**src/rtl/sort_mem_if.sv**
```systemverilog
// Bus bundle for sort_mem: AR/R read channels and AW/W/B write channels.
// The master drives valid and payload, and the slave (sort_mem) drives the ready and response signals.
interface sort_mem_if #(
  parameter int ADDR_WDTH = 4,
  parameter int DATA_WDTH = 32,
  parameter int RESP_WDTH = 1
);
  logic                 ar_valid;
  logic                 ar_ready;
  logic [ADDR_WDTH-1:0] ar_address;
  logic                 r_valid;
  logic                 r_ready;
  logic [DATA_WDTH-1:0] r_data;
  logic [RESP_WDTH-1:0] r_resp;
  logic                 aw_valid;
  logic                 aw_ready;
  logic [ADDR_WDTH-1:0] aw_address;
  logic                 w_valid;
  logic                 w_ready;
  logic [DATA_WDTH-1:0] w_data;
  logic                 b_valid;
  logic                 b_ready;
  logic [RESP_WDTH-1:0] b_resp;

  modport master (
    output ar_valid, ar_address, r_ready,
    output aw_valid, aw_address, w_valid, w_data, b_ready,
    input  ar_ready, r_valid, r_data, r_resp,
    input  aw_ready, w_ready, b_valid, b_resp
  );

  modport slave (
    input  ar_valid, ar_address, r_ready,
    input  aw_valid, aw_address, w_valid, w_data, b_ready,
    output ar_ready, r_valid, r_data, r_resp,
    output aw_ready, w_ready, b_valid, b_resp
  );
endinterface

```
**src/rtl/sort_mem.sv**
```systemverilog
// sort_mem: a register-file memory for the sort datapath, with independent read and write handshake FSMs.
// Defining SORT_MEM_BOUNDS_CHECK_EN turns on address range checking: out-of-range accesses return resp=1.
module sort_mem #(
  parameter int ADDR_WDTH = 4,
  parameter int DATA_WDTH = 32,
  parameter int RESP_WDTH = 1,
  parameter int MEM_DEPTH = 16
) (
  input  logic       clk,
  input  logic       rst_n,
  sort_mem_if.slave  bus
);

  typedef enum logic {
    R_IDLE,
    R_RESP
  } r_state_e;

  typedef enum logic [1:0] {
    W_IDLE,
    W_GOT_AW,
    W_GOT_W,
    W_RESP
  } w_state_e;

  localparam logic [RESP_WDTH-1:0] RESP_OK  = '0;
  localparam logic [RESP_WDTH-1:0] RESP_ERR = RESP_WDTH'(1);

  logic [DATA_WDTH-1:0] mem_q [MEM_DEPTH];

  r_state_e             r_state_q, r_state_d;
  logic [DATA_WDTH-1:0] r_data_q,  r_data_d;
  logic [RESP_WDTH-1:0] r_resp_q,  r_resp_d;

  w_state_e             w_state_q, w_state_d;
  logic [ADDR_WDTH-1:0] aw_addr_q, aw_addr_d;
  logic [DATA_WDTH-1:0] w_data_q,  w_data_d;
  logic [RESP_WDTH-1:0] b_resp_q,  b_resp_d;

  logic [ADDR_WDTH-1:0] wr_addr;
  logic [DATA_WDTH-1:0] wr_data;
  logic                 wr_commit;
  logic                 rd_in_range;
  logic                 wr_in_range;

  // A committing write combines an address and data that each come either from the bus or from the value latched earlier.
  assign wr_addr = (w_state_q == W_GOT_AW) ? aw_addr_q : bus.aw_address;
  assign wr_data = (w_state_q == W_GOT_W)  ? w_data_q  : bus.w_data;

`ifdef SORT_MEM_BOUNDS_CHECK_EN
  localparam logic [ADDR_WDTH:0] DEPTH_LIM = (ADDR_WDTH+1)'(MEM_DEPTH);
  assign rd_in_range = ({1'b0, bus.ar_address} < DEPTH_LIM);
  assign wr_in_range = ({1'b0, wr_addr} < DEPTH_LIM);
`else
  assign rd_in_range = 1'b1;
  assign wr_in_range = 1'b1;
`endif

  // Read FSM: ar_ready is 1 in R_IDLE, so ar_valid alone marks an AR handshake there.
  always_comb begin
    // NOTE: every signal gets its default first, so no branch leaves one unassigned and no latch is inferred.
    r_state_d = r_state_q;
    r_data_d  = r_data_q;
    r_resp_d  = r_resp_q;
    unique case (r_state_q)
      R_IDLE: begin
        if (bus.ar_valid) begin
          r_state_d = R_RESP;
          if (rd_in_range) begin
            r_data_d = mem_q[bus.ar_address];
            r_resp_d = RESP_OK;
          end else begin
            r_data_d = '0;
            r_resp_d = RESP_ERR;
          end
        end
      end
      R_RESP: if (bus.r_ready) r_state_d = R_IDLE;
      default: r_state_d = R_IDLE;
    endcase
  end

  // Write FSM: the ready signals are high in every state where valid is checked, so valid equals handshake.
  always_comb begin
    w_state_d = w_state_q;
    aw_addr_d = aw_addr_q;
    w_data_d  = w_data_q;
    b_resp_d  = b_resp_q;
    wr_commit = 1'b0;
    unique case (w_state_q)
      W_IDLE: begin
        if (bus.aw_valid && bus.w_valid) begin
          wr_commit = 1'b1;
          w_state_d = W_RESP;
        end else if (bus.aw_valid) begin
          aw_addr_d = bus.aw_address;
          w_state_d = W_GOT_AW;
        end else if (bus.w_valid) begin
          w_data_d  = bus.w_data;
          w_state_d = W_GOT_W;
        end
      end
      W_GOT_AW: if (bus.w_valid) begin
        wr_commit = 1'b1;
        w_state_d = W_RESP;
      end
      W_GOT_W: if (bus.aw_valid) begin
        wr_commit = 1'b1;
        w_state_d = W_RESP;
      end
      W_RESP: if (bus.b_ready) w_state_d = W_IDLE;
      default: w_state_d = W_IDLE;
    endcase
    if (wr_commit) b_resp_d = wr_in_range ? RESP_OK : RESP_ERR;
  end

  // NOTE: all state uses non-blocking assignments, so a read sampled on the same edge as a write sees the old word.
  always_ff @(posedge clk) begin
    if (!rst_n) begin
      r_state_q <= R_IDLE;
      r_data_q  <= '0;
      r_resp_q  <= RESP_OK;
      w_state_q <= W_IDLE;
      aw_addr_q <= '0;
      w_data_q  <= '0;
      b_resp_q  <= RESP_OK;
    end else begin
      r_state_q <= r_state_d;
      r_data_q  <= r_data_d;
      r_resp_q  <= r_resp_d;
      w_state_q <= w_state_d;
      aw_addr_q <= aw_addr_d;
      w_data_q  <= w_data_d;
      b_resp_q  <= b_resp_d;
    end
  end

  // NOTE: the array must read back as zero after reset, so it is built from reset flops instead of an inferred RAM.
  always_ff @(posedge clk) begin
    if (!rst_n) begin
      for (int i = 0; i < MEM_DEPTH; i++) mem_q[i] <= '0;
    end else if (wr_commit && wr_in_range) begin
      mem_q[wr_addr] <= wr_data;
    end
  end

  assign bus.ar_ready = (r_state_q == R_IDLE);
  assign bus.r_valid  = (r_state_q == R_RESP);
  assign bus.r_data   = r_data_q;
  assign bus.r_resp   = r_resp_q;
  assign bus.aw_ready = (w_state_q == W_IDLE) || (w_state_q == W_GOT_W);
  assign bus.w_ready  = (w_state_q == W_IDLE) || (w_state_q == W_GOT_AW);
  assign bus.b_valid  = (w_state_q == W_RESP);
  assign bus.b_resp   = b_resp_q;

endmodule

```
**src/flat_wrapper.sv**
```systemverilog
// flat-port wrapper written by rule: the top's interface ports become plain ports
module sort_mem_flat 
#(
  parameter int ADDR_WDTH = 4,
  parameter int DATA_WDTH = 32,
  parameter int RESP_WDTH = 1,
  parameter int MEM_DEPTH = 16
)
  (clk, rst_n, bus_ar_valid, bus_ar_address, bus_r_ready, bus_aw_valid, bus_aw_address, bus_w_valid, bus_w_data, bus_b_ready, bus_ar_ready, bus_r_valid, bus_r_data, bus_r_resp, bus_aw_ready, bus_w_ready, bus_b_valid, bus_b_resp);
  sort_mem_if #(.ADDR_WDTH(ADDR_WDTH), .DATA_WDTH(DATA_WDTH), .RESP_WDTH(RESP_WDTH)) bus_i ();
  input  logic clk;
  input  logic rst_n;
  input wire logic [$bits(bus_i.ar_valid)-1:0] bus_ar_valid;
  input wire logic [$bits(bus_i.ar_address)-1:0] bus_ar_address;
  input wire logic [$bits(bus_i.r_ready)-1:0] bus_r_ready;
  input wire logic [$bits(bus_i.aw_valid)-1:0] bus_aw_valid;
  input wire logic [$bits(bus_i.aw_address)-1:0] bus_aw_address;
  input wire logic [$bits(bus_i.w_valid)-1:0] bus_w_valid;
  input wire logic [$bits(bus_i.w_data)-1:0] bus_w_data;
  input wire logic [$bits(bus_i.b_ready)-1:0] bus_b_ready;
  output wire logic [$bits(bus_i.ar_ready)-1:0] bus_ar_ready;
  output wire logic [$bits(bus_i.r_valid)-1:0] bus_r_valid;
  output wire logic [$bits(bus_i.r_data)-1:0] bus_r_data;
  output wire logic [$bits(bus_i.r_resp)-1:0] bus_r_resp;
  output wire logic [$bits(bus_i.aw_ready)-1:0] bus_aw_ready;
  output wire logic [$bits(bus_i.w_ready)-1:0] bus_w_ready;
  output wire logic [$bits(bus_i.b_valid)-1:0] bus_b_valid;
  output wire logic [$bits(bus_i.b_resp)-1:0] bus_b_resp;
  assign bus_i.ar_valid = bus_ar_valid;
  assign bus_i.ar_address = bus_ar_address;
  assign bus_i.r_ready = bus_r_ready;
  assign bus_i.aw_valid = bus_aw_valid;
  assign bus_i.aw_address = bus_aw_address;
  assign bus_i.w_valid = bus_w_valid;
  assign bus_i.w_data = bus_w_data;
  assign bus_i.b_ready = bus_b_ready;
  assign bus_ar_ready = bus_i.ar_ready;
  assign bus_r_valid = bus_i.r_valid;
  assign bus_r_data = bus_i.r_data;
  assign bus_r_resp = bus_i.r_resp;
  assign bus_aw_ready = bus_i.aw_ready;
  assign bus_w_ready = bus_i.w_ready;
  assign bus_b_valid = bus_i.b_valid;
  assign bus_b_resp = bus_i.b_resp;
  sort_mem #(.ADDR_WDTH(ADDR_WDTH), .DATA_WDTH(DATA_WDTH), .RESP_WDTH(RESP_WDTH), .MEM_DEPTH(MEM_DEPTH)) u_core (.clk(clk), .rst_n(rst_n), .bus(bus_i));
endmodule
```
**config.mk**
```make
export PLATFORM = sky130hd
export DESIGN_NAME = sort_mem_flat
export DESIGN_NICKNAME = d
export VERILOG_FILES = /design/src/rtl/sort_mem_if.sv /design/src/rtl/sort_mem.sv /design/src/flat_wrapper.sv
export SDC_FILE = /design/constraint.sdc
export NUM_CORES = 1
export LEC_CHECK = 0
export CAP_MARGIN = 20
export CORE_MARGIN = 3
export CORE_UTILIZATION = 35
export DETAILED_ROUTE_END_ITERATION = 16
export GPL_TIMING_DRIVEN = 0
export RECOVER_POWER = 50
export SYNTH_ARGS = -nofsm -noshare
export SYNTH_HDL_FRONTEND = slang
export SYNTH_SLANG_ARGS = --single-unit
```
**constraint.sdc**
```tcl
create_clock -name clk -period 6.5 [get_ports clk]
set_clock_uncertainty 0.15 [all_clocks]
set_input_delay 0.975 -clock clk [delete_from_list [all_inputs] [get_ports clk]]
set_output_delay 0.975 -clock clk [all_outputs]
set_load 0.1 [all_outputs]
```
==> impl_metrics.yaml, run 1 <==
die:
  io_pins: 86
  die_y_um: 274
  die_w_um: 274
  start_util: 0.357
  fp.dieArea_um2: 75300
  rows: 97
  core_area_um2: 70600
clock_tree:
  numCtsBuffers: 60
  cts-root-buf: "clkbuf_16"
  cts.repair.resized: 0
  postCtsSetupBuffers: 0
  h-tree-depth: 2
  clock_path_buffers: 3
  cts.clk_slew.worst_paths_ns: 0.06
  insertion_delay_ns: 0.64
  postCtsHoldBufs: 0
  cts_tree: "yes"
  cts.sinks: 583
status:
  status: "complete, no violations"
power:
  p_per_area_nw_per_um2: 318
  seqPwrFrac: 0.471
  pwr-share-clk: 0.360
  comb_power_share: 0.169
  switchingPower_mw: 2.67
  power.total_mw: 9.31
  leakage_nw: 10.5
  p_sw_frac: 0.287
  intPower_mw: 6.63
  vdd_drop_max_mv: 0.285
detailed_routing:
  viasPerCell: 5.41
  met2_wirelength_um: 36400
  wl_met1_um: 30700
  drc_errors: 0
  ant_nets: 0
  drt_iter0_drc: 1846
  vias: 16000
  wl_per_cell_um: 26.2
  firstDrtPassIters: 6
  finalWirelength_um: 77400
  wl_met3_um: 7860
  maxUsedRoutingLayer: "met5"
sta:
  slew_headroom: 0.106
  fmax_ghz: 0.197
  tns_ns: 0
  period_minus_slack_ns: 5.06
  slew_violations: 0
  hold_violations: 0
  tightest_slew_ns: 1.34
  whs_ns: 0.303
  setup_violations: 0
  min_period_over_period: 0.779
  setup_slack_ns: 1.44
  rsz0062_at_grt: "false"
worst_setup_path:
  critical_path.most_common_cell: "clkbuf_1"
  cp-end-kind: "primary output"
  crit_slowest_cell: "clkdlybuf4s50_1"
  worstSetupPathType: "flip-flop to primary output"
  start_kind: "flip-flop"
  crit_fanout: 10
  worst_ep_arrival_time_ns: 3.94
  r2r_cells: 9
  cp_cell_sequence: "inv_1 > ha_1 > clkbuf_1 > clkbuf_1 > or2_2 > clkdlybuf4s50_1"
  cpPeakStageDelay_ns: 1.13
  cp.required_ns: 5.37
placed_design:
  place_area_um2: 27500
  port_buffers: 80
  place_congestion: 0.807
  place_inst: 2839
  dp_hpwl_um: 50900
  dp_slack_ns: 1.76
yosys:
  ys.flop_type: "edfxtp_1"
  yosysTopAreaCell: "edfxtp_1"
  ys_ff_latch: 583
  synth_cell_type_count: 40
  syn_area_per_cell_um2: 14.0
  synth_enable_flop_cells: 512
  synthArstFlopShare: 0
  netlist_area_um2: 25200
  syn_inst: 1804
  ys_warn_count: 0
  synth_top_cell_area_share: 0.610
  synthTopCellsByArea: "edfxtp_1, nor2_1, dfxtp_1, mux4_1, mux4_2"
  seq_area_frac_synth: 0.666
finish:
  layout-drive-gt1-share: 0.115
  nets: 2015
  multi_input_area_um2: 7440
  seq_area_um2: 16800
  diodes: 0
  final_core_util: 0.414
  most-common-layout-cells: "nor2_1, edfxtp_1, clkbuf_1"
  area_delta_synth_final_pct: 16.0
  stdcell_area_um2: 29200
  layout_commonest_cell: "nor2_1"
  n_fill_cell: 6553
  fin_cells: 2954
grt:
  grt_pass1_wl_um: 111000
  overflow: 0
  grt_usage: 0.205
  grt_pass1_vias: 16400
  antenna_found_initial: 0
  grt_max_degree: 33
hold_path:
  hold_depth: 2
  min_path_type: "flip-flop to flip-flop"
job:
  maxCapViolations: 0
[path summary, 6_finish.rpt]
path                                          start                   end  slack (ns)
worst min register to register  u_core.w_data_q[27]   u_core.w_data_q[27]        0.30
worst max-delay path            u_core.w_state_q[0]          bus_aw_ready        1.44
worst max register to register  u_core.w_state_q[1]  u_core.mem_q[13][21]        2.14
worst min-delay path            u_core.w_data_q[27]   u_core.w_data_q[27]        0.30
[metal layers]
layer  global-route usage  up-vias
met5              0.00658        -
met4               0.0678        2
met3               0.0494      122
met2                0.334      822
met1                0.270     8114
li1                     -     6921
[Yosys cell counts (8+ instances only)]
library cell    n
a21oi_1        34
a22oi_1        64
buf_2          32
buf_4          11
buf_6          31
clkbuf_1       80
dfxtp_1        71
edfxtp_1      512
mux2_2         33
mux2i_1       105
mux4_1         46
mux4_2         49
nand2_1       118
nand3_1        10
nand3_2         8
nor2_1        520
o211ai_1       31
[layout make-up]
class | count | area share
sequential | 583 | 0.575
multi-input combinational | 1060 | 0.254
clock buffer | 92 | 0.0579
tap | 940 | 0.0402
timing repair buffer | 95 | 0.0385
buffer | 156 | 0.0264
clock inverter | 22 | 0.00728
inverter | 6 | 0.000770
[kinds of logic after synthesis]
| family | count (synthesis) | synth area share |
|---|---|---|
| AO/OA/AOI/OAI | 140 | 0.0382 |
| adder cells (fa/ha/maj) | 6 | 0.00298 |
| buffers and inverters | 162 | 0.0366 |
| flip-flops | 583 | 0.666 |
| multiplexers | 234 | 0.149 |
| other | 1 | 0.000149 |
| AND/OR/NAND/NOR | 678 | 0.107 |
[worst max-delay path: cells and delay by family (launching register included)]
family        cells  cell delay, ns
flops             1            0.36
fa+ha+maj         1            0.15
simple gates      1            0.25
buf+inv           4            2.54
[registers in the layout, summed over array words and instances, names as in the netlist]
register	flops
u_core.w_state_q	2
u_core.mem_q	512
u_core.bus.r_valid	1
u_core.aw_addr_q	4
u_core.bus.r_data	32
u_core.w_data_q	32
[power groups by stage]
stage | Clock, mW | Sequential (mW) | Combinational [mW]
final | 3.35 | 4.38 | 1.57
after detailed placement | 0 | 4.46 | 1.60
after floorplan | 0 | 4.55 | 0.932
after global routing | 3.54 | 4.40 | 1.67
after CTS | 3.38 | 4.38 | 1.60
after global placement | 0 | 4.46 | 1.53
No activity file was read; power rests on OpenSTA's default activity.
==> run 2, diff against run 1 <==
==> constraint.sdc (replaced) <==
create_clock -name clk -period 4.75 [get_ports clk]
set_clock_uncertainty 0.15 [all_clocks]
set_input_delay 0.7125 -clock clk [delete_from_list [all_inputs] [get_ports clk]]
set_output_delay 0.7125 -clock clk [all_outputs]
set_load 0.1 [all_outputs]
==> run 2 against run 1 <==
Compared with the run above:
- final cell count unchanged
- first-iteration DRC count up 6.6%
- critical path depth up 3
- worst hold slack about the same
- highest routed layer unchanged
- register-to-register slack worse by 1.7 ns
- global-route usage unchanged
- core utilization about the same
- sequential share of layout area down 0.064 points
- die area unchanged
==> impl_metrics.yaml, run 2 (synthesis gave the netlist of run 1 again) <==
detailed_routing:
  ant_nets: 0
  finalWirelength_um: 77600
  viasPerCell: 5.43
  drc_errors: 0
  drt_iter0_drc: 1968
  wl_per_cell_um: 26.3
  firstDrtPassIters: 8
  vias: 16000
sta:
  period_minus_slack_ns: 4.35
  fmax_ghz: 0.230
  tns_ns: 0
  tightest_slew_ns: 1.37
  slew_violations: 0
  setup_violations: 0
  hold_violations: 0
  min_period_over_period: 0.917
  rsz0062_at_grt: "false"
  slew_headroom: 0.0887
  setup_slack_ns: 0.396
  whs_ns: 0.303
placed_design:
  port_buffers: 80
  dp_hpwl_um: 50900
  place_congestion: 0.807
  dp_slack_ns: 0.273
finish:
  seq_area_um2: 16800
  final_core_util: 0.414
  area_delta_synth_final_pct: 16.1
  layout-drive-gt1-share: 0.118
  layout_commonest_cell: "nor2_1"
  max_flop_register: "u_core.mem_q"
  most-common-layout-cells: "nor2_1, edfxtp_1, clkbuf_1"
  multi_input_area_um2: 7460
  largest_reg_flops: 512
  diodes: 0
  n_fill_cell: 6540
  nets: 2015
grt:
  grt_max_degree: 33
  grt_pass1_vias: 16400
  grt_usage: 0.205
  overflow: 0
  grt_pass1_wl_um: 111000
  antenna_found_initial: 0
worst_setup_path:
  start_kind: "flip-flop"
  worstSetupPathType: "flip-flop to flip-flop"
  cp.required_ns: 4.93
  worst_ep_arrival_time_ns: 4.54
  cp-end-kind: "flip-flop"
  crit_fanout: 17
status:
  status: "complete, no violations"
clock_tree:
  cts_tree: "yes"
  cts.sinks: 583
  postCtsHoldBufs: 0
  h-tree-depth: 2
  cts-root-buf: "clkbuf_16"
  postCtsSetupBuffers: 0
  cts.clk_slew.worst_paths_ns: 0.06
  numCtsBuffers: 60
  clock_path_buffers: 3
  cts.repair.resized: 0
  insertion_delay_ns: 0.64
die:
  die_w_um: 274
  rows: 97
  io_pins: 86
  fp.dieArea_um2: 75300
  start_util: 0.357
  die_y_um: 274
  core_area_um2: 70600
power:
  seqPwrFrac: 0.471
  power.total_mw: 12.7
  intPower_mw: 9.07
  pwr-share-clk: 0.360
  vdd_drop_max_mv: 0.390
  comb_power_share: 0.169
  switchingPower_mw: 3.66
  p_per_area_nw_per_um2: 435
  p_sw_frac: 0.287
  leakage_nw: 10.6
job:
  maxCapViolations: 0
hold_path:
  min_path_type: "flip-flop to flip-flop"
-- run 2: cell count changes in the layout (fill, tap and decap cells not counted), moves of 2 or more --
cell             previous run  this run
clkdlybuf4s50_1            79        45
nand2_2                    10        12
nand2_1                   108       106
dlygate4sd3_1               1        35
nor3_1                      5         3
-- run 2: power by group through the flow --
stage               Clock (mW)  Sequential [mW]  Combinational, mW
floorplan                    0             6.23               1.28
global placement             0             6.10               2.10
detailed placement           0             6.11               2.18
CTS                       4.63             6.00               2.19
global route              4.85             6.02               2.28
finish                    4.59             6.00               2.15
-- run 2: worst max-delay path, cell delays in order, from the launching register on --
cell	delay [ns]
dfxtp_1	0.35
inv_1	0.13
ha_1	0.16
clkbuf_1	0.28
mux2_1	0.42
nor3_1	0.48
nand3_1	0.51
clkbuf_1	0.44
nand2_1	0.85
buf_16	0.25
-- run 2: area by class of cell --
cell class                      count  area share
Clock inverter                     22     0.00727
Sequential cell                   583       0.574
Buffer                            156      0.0266
Clock buffer                       92      0.0578
Tap cell                          940      0.0402
Timing Repair Buffer               95      0.0385
Inverter                            6    0.000770
Multi-Input combinational cell   1060       0.255
-- run 2: metal layers --
layer | share of wire | vias to the layer above | global-route usage | wire length (um)
li1 | - | 6930 | - | -
met1 | 0.40 | 8146 | 0.270 | 30900
met2 | 0.47 | 834 | 0.334 | 36600
met3 | 0.098 | 125 | 0.0494 | 7630
met4 | 0.031 | 2 | 0.0678 | 2390
met5 | 0.00083 | - | 0.00658 | 64
-- run 2: per-stage QoR --
stage          area (um2)  std cells
2_1_floorplan       25200       1805
5_1_grt             29300       2954
3_3_place_gp        27200       2825
4_1_cts             29400       2953
6_report            29300       2954
3_5_place_dp        27500       2839
-- run 2: path summary, 6_finish.rpt --
check	from	slack, ns	cells past startpoint	endpoint
max	u_core.w_state_q[1]	0.40	9	u_core.mem_q[9][20]
min	u_core.w_data_q[27]	0.30	2	u_core.w_data_q[27]
max reg2reg	u_core.w_state_q[1]	0.40	9	u_core.mem_q[9][20]
min reg2reg	u_core.w_data_q[27]	0.30	2	u_core.w_data_q[27]
